File: src/rtl/alu_issue_pkg.sv
// Shared codes and types for the ALU issue stage.
// Holds decode encodings, FSM states and the result-buffer entry.
package alu_issue_pkg;

   localparam logic [1:0] AOP_ADD = 2'b00;
   localparam logic [1:0] AOP_SUB = 2'b01;

   localparam logic [5:0] FN_ADD = 6'b100000;
   localparam logic [5:0] FN_SUB = 6'b100010;
   localparam logic [5:0] FN_AND = 6'b100100;
   localparam logic [5:0] FN_OR  = 6'b100101;
   localparam logic [5:0] FN_SLT = 6'b101010;

   localparam logic [2:0] F_AND = 3'b000;
   localparam logic [2:0] F_OR  = 3'b001;
   localparam logic [2:0] F_ADD = 3'b010;
   localparam logic [2:0] F_SUB = 3'b110;
   localparam logic [2:0] F_SLT = 3'b111;

   typedef enum logic {
      S_IDLE,
      S_EXEC
   } state_t;

   typedef struct packed {
      logic [31:0] y;
      logic        z;
      logic        ill;
   } rb_entry_t;

endpackage

File: src/rtl/alu_decoder.sv
// Combinational ALU control decode from aluop/funct.
// Unknown R-type functs fall back to AND and are flagged.
module alu_decoder
   import alu_issue_pkg::*;
(
   input  logic [1:0] aluop,
   input  logic [5:0] funct,
   output logic [2:0] f,
   output logic       illegal
);

   always_comb begin
      f       = F_AND;
      illegal = 1'b0;
      unique case (1'b1)
         (aluop == AOP_ADD): f = F_ADD;
         (aluop == AOP_SUB): f = F_SUB;
         default: begin
            case (funct)
               FN_ADD:  f = F_ADD;
               FN_SUB:  f = F_SUB;
               FN_AND:  f = F_AND;
               FN_OR:   f = F_OR;
               FN_SLT:  f = F_SLT;
               default: illegal = 1'b1;
            endcase
         end
      endcase
   end

endmodule

File: src/rtl/alu_issue.sv
// Issue stage: registers operands for an external ALU and
// captures its result into a 2-entry in-order result buffer.
module alu_issue
   import alu_issue_pkg::*;
(
   input  logic        clk,
   input  logic        reset_n,
   input  logic        in_valid,
   output logic        in_ready,
   input  logic [1:0]  aluop,
   input  logic [5:0]  funct,
   input  logic [31:0] srca,
   input  logic [31:0] srcb,
   output logic [31:0] alu_a,
   output logic [31:0] alu_b,
   output logic [2:0]  alu_f,
   input  logic [31:0] alu_y,
   input  logic        alu_zero,
   output logic        out_valid,
   input  logic        out_ready,
   output logic [31:0] result,
   output logic        zero,
   output logic        illegal,
   output logic [15:0] op_count
);

   state_t    state, nstate;
   rb_entry_t rb [2];
   logic      wr_ptr, rd_ptr;
   logic [1:0] cnt;
   logic      started;
   logic      ill_q;
   logic [2:0] dec_f;
   logic      dec_ill;
   logic      accept, push, pop;

   alu_decoder u_dec (
      .aluop   (aluop),
      .funct   (funct),
      .f       (dec_f),
      .illegal (dec_ill)
   );

   // in_ready only looks at registered state, never at handshakes
   always_comb begin
      in_ready = 1'b0;
      nstate   = S_IDLE;
      if (started) begin
         if (state == S_IDLE) in_ready = (cnt != 2'd2);
         else                 in_ready = (cnt == 2'd0);
      end
      accept = in_valid & in_ready;
      if (accept) nstate = S_EXEC;
   end

   assign push      = (state == S_EXEC);
   assign out_valid = (cnt != 2'd0);
   assign pop       = out_valid & out_ready;
   assign result    = rb[rd_ptr].y;
   assign zero      = rb[rd_ptr].z;
   assign illegal   = rb[rd_ptr].ill;

   always_ff @(posedge clk or negedge reset_n) begin
      if (!reset_n) begin
         state   <= S_IDLE;
         started <= 1'b0;
      end else begin
         state   <= nstate;
         started <= 1'b1;
      end
   end

   always_ff @(posedge clk or negedge reset_n) begin
      if (!reset_n) begin
         alu_a <= '0;
         alu_b <= '0;
         alu_f <= F_AND;
         ill_q <= 1'b0;
      end else if (accept) begin
         alu_a <= srca;
         alu_b <= srcb;
         alu_f <= dec_f;
         ill_q <= dec_ill;
      end
   end

   always_ff @(posedge clk or negedge reset_n) begin
      if (!reset_n) begin
         rb[0]    <= '0;
         rb[1]    <= '0;
         wr_ptr   <= 1'b0;
         rd_ptr   <= 1'b0;
         cnt      <= 2'd0;
         op_count <= 16'd0;
      end else begin
         if (push) begin
            rb[wr_ptr] <= '{y: alu_y, z: alu_zero, ill: ill_q};
            wr_ptr     <= ~wr_ptr;
            op_count   <= op_count + 16'd1;
         end
         if (pop) rd_ptr <= ~rd_ptr;
         case ({push, pop})
            2'b10:   cnt <= cnt + 2'd1;
            2'b01:   cnt <= cnt - 2'd1;
            default: cnt <= cnt;
         endcase
      end
   end

   a_no_overflow: assert property (
      @(posedge clk) disable iff (!reset_n) push |-> (cnt != 2'd2));

endmodule

File: config.mk
export PLATFORM = sky130hd
export DESIGN_NAME = alu_issue
export DESIGN_NICKNAME = d
export VERILOG_FILES = /design/src/rtl/alu_issue_pkg.sv /design/src/rtl/alu_decoder.sv /design/src/rtl/alu_issue.sv
export SDC_FILE = /design/constraint.sdc
export NUM_CORES = 1
export LEC_CHECK = 0
export ABC_AREA = 1
export BUFFER_PORTS_ARGS = -buffer_cell sky130_fd_sc_hd__buf_2
export CELL_PAD_IN_SITES_DETAIL_PLACEMENT = 1
export CELL_PAD_IN_SITES_GLOBAL_PLACEMENT = 1
export CORE_ASPECT_RATIO = 0.5
export CORE_MARGIN = 10
export CORE_UTILIZATION = 39
export DETAILED_ROUTE_END_ITERATION = 16
export GPL_ROUTABILITY_DRIVEN = 0
export GPL_TIMING_DRIVEN = 0
export PLACE_DENSITY = 0.9
export SYNTH_ARGS = -nofsm -noshare
export SYNTH_HDL_FRONTEND = slang
export SYNTH_SLANG_ARGS = --single-unit
File: constraint.sdc
create_clock -name clk -period 3 [get_ports clk]
set_input_delay 0.45 -clock clk [delete_from_list [all_inputs] [get_ports clk]]
set_output_delay 0.45 -clock clk [all_outputs]
set_load 0.01 [all_outputs]
==> results.py <==
metrics = {
    "finish": {
        "regArea_um2": 3950,
        "multi_input_area_um2": 2280,
        "n_fill_cell": 2099,
        "syn2layout_area_growth_pct": 30.8,
        "nets": 1149,
        "final_cells": 1278,
        "drive_above_1_share_pct": 27.4,
        "diodes": 0,
        "stdcell_area_um2": 8700,
    },
    "timing": {
        "period_share_pct": 86.4,
        "worst_pin_slew_ns": 0.747,
        "worst_slack_ns": 0.409,
        "rsz0062_at_grt": "false",
        "finalHoldViolCount": 0,
        "fin_skew_ns": 0.0171,
        "fin_crit_ns": 2.59,
        "setup_viol": 0,
        "slew_headroom_pct": 50.2,
        "max_freq_mhz": 386,
        "drv_slew": 0,
    },
    "clock_network": {
        "root_buffer": "clkbuf_16",
        "cts_hold_buf": 0,
        "cts_resized": 0,
        "cts_setup_buffers": 0,
        "cts_tree": "yes",
        "clkLatencyLatePin_ns": 0.43,
        "numCtsBuffers": 17,
        "clock-sinks": 158,
        "clockBufferDepth": 2,
        "htree_levels": 4,
        "cts.clk_slew.worst_paths_ns": 0.08,
    },
    "setup_path": {
        "worst-endpoint-required_ns": 2.55,
        "path_cells": "clkbuf_1 -> clkinv_1 -> clkbuf_1 -> nand2_1 -> nand2_1 -> buf_2",
        "end_kind": "output pin",
        "crit_path_top_delay_cell": "clkinv_1",
        "slowest_delay_ns": 0.36,
        "critPathKind": "reg2out",
        "start_kind": "flip-flop",
        "worst-path-buf-inv": 4,
        "worstPathMaxFanout": 10,
        "cp.arrival_ns": 2.14,
        "cp_top_family": "buffers and inverters",
    },
    "power": {
        "comb_power_share_pct": 37.5,
        "vdd_ir_drop_max_mv": 0.371,
        "internal_power_uw": 5550,
        "swShare_pct": 40.4,
        "leakage_uw": 0.00500,
        "p_per_area_nw_per_um2": 1070,
        "p_sw_uw": 3770,
        "seqPwrFrac_pct": 39.4,
        "pwr-share-clk_pct": 23.1,
    },
    "worst_hold_path": {
        "hold_path_class": "in2async",
    },
    "global_route": {
        "grt_pass1_wl_um": 35700,
        "grt_pass1_vias": 6685,
        "grt_antenna_before_repair": 0,
        "grt_max_degree": 82,
        "grtUsageTotal_pct": 19.3,
        "grt_remaining_overflow": 0,
    },
    "run_status": {
        "status": "completed",
    },
    "yosys": {
        "synth_commonest_cells": "414 x nand2_1, 158 x dfrtp_1, 51 x o21ai_0, 50 x inv_1",
        "yosys_most_used_dff": "dfrtp_1",
        "yosys_warnings": 0,
        "synth_top_area_share_pct": 59.5,
        "syn_inst": 791,
        "synth_edf_count": 0,
        "synth_seq_area_share_pct": 59.5,
        "synth_most_common_cell": "nand2_1",
        "async_flop_share_pct": 100,
        "avgSynthCellArea_um2": 8.41,
        "synth_area_leaders": "dfrtp_1 59%, nand2_1 23%, o21ai_0 3.8%",
        "post-synth-top-area-cell": "dfrtp_1",
        "syn_area_um2": 6650,
        "synthDistinctLibCells": 25,
        "syn-num-nets": 902,
        "synth_seq_cells": 158,
    },
    "floorplanning": {
        "num_rows": 33,
        "die_area_um2": 23000,
        "die_y_um": 112,
        "core_um2": 16600,
        "start_util_pct": 40.2,
        "io_pins": 228,
        "die_w_um": 205,
    },
    "routing": {
        "wl_per_cell_um": 17.0,
        "drt_iter0_drc": 200,
        "firstDrtPassIters": 4,
        "finalWirelength_um": 21700,
        "vias": 6019,
        "postRouteAntennaNets": 0,
        "drc": 0,
        "viasPerCell": 4.71,
    },
    "place": {
        "hpwl_um": 16400,
        "dpl_cell_area_um2": 8100,
        "io_buffers": 227,
        "dpl.cell_count": 1246,
        "pre_cts_ws_ns": 0.847,
    },
    "job": {
        "maxCapViolCount": 0,
    },
}
-- state kept, by name (all words and copies together), names as in the netlist --
name	flops
cnt	2
alu_a	32
rb	68
alu_f	3
rd_ptr	1
ill_q	1
started	1
wr_ptr	1
push	1
alu_b	32
op_count	16
-- final timing paths --
kind / startpoint / to / slack, ns / cells past startpoint
hold / removal: reset_n / alu_b[11] / 0.07 / 1
max in group asynchronous: reset_n / rb[17] / 2.05 / 2
setup / recovery: rd_ptr / result[30] / 0.41 / 6
setup reg to reg: push / rb[43] / 1.43 / 6
min in group clk: srca[14] / alu_a[14] / 0.21 / 3
hold reg to reg: alu_f[2] / alu_f[2] / 0.48 / 2
-- per-layer routing --
metal | global-route usage, % | up-vias | part of all wire, % | routed length [µm]
li1 | - | 2905 | - | -
met5 | 0 | - | 0 | 0
met3 | 5.14 | 19 | 4.4 | 963
met1 | 22.1 | 2982 | 41 | 8830
met2 | 35.1 | 113 | 53 | 11600
met4 | 4.86 | 0 | 1.3 | 280
-- layout make-up --
cell class / count / share of cell area, %
inverters: 54 / 2.36
clock buffers: 17 / 4.89
plain buffers: 37 / 2.45
flip-flops and latches: 158 / 45.5
repair buffers: 228 / 13.5
multi-input cells: 542 / 26.2
well taps: 227 / 3.27
clock inverters: 15 / 1.93
-- power by group through the flow --
stage               Clock, µW  Combinational, µW  Sequential (µW)
detailed placement          0               3570             3690
global placement            0               3410             3620
finish                   2160               3490             3670
CTS                      2200               3590             3670
global route             2310               3970             3800
floorplan                   0               1710             3820
-- per-stage QoR --
stage	power, µW	TNS [ns]	util (%)	hold slack, ns
final	9310	0	52.5	0.0730
after global routing	10100	0	52.5	0.107
after CTS	9470	0	52.5	0.0903
after detailed placement	7260	0	48.9	0.462
after global placement	7020	-136.10	48.7	0.456
after floorplan	5530	0	-	0.154
-- cell usage in the layout, fill, tap and decap left out, types with 5 or more instances in the layout --
cell / n
nand2_1: 414
buf_2: 236
dfrtp_1: 158
o21ai_0: 51
inv_1: 50
clkbuf_1: 18
nor2_1: 18
clkbuf_16: 17
o21ai_1: 15
nand3_1: 10
buf_6: 9
xor2_1: 9
xnor2_1: 6
inv_8: 6
o21ai_2: 5
-- logic make-up (layout without fill, tap and decap cells) --
logic type | after synthesis | after routing | synth area share, %
adders and majority gates | 2 | 2 | 0.376
AOI/OAI and AO/OA | 73 | 73 | 5.78
buffers and inverters | 91 | 351 | 6.29
xor gates and xnor gates | 15 | 15 | 1.98
other | 1 | 1 | 0.0564
and+or+nand+nor | 451 | 451 | 26.1
DFF | 158 | 158 | 59.5
Note: power is estimated with default switching activity, not from simulation.
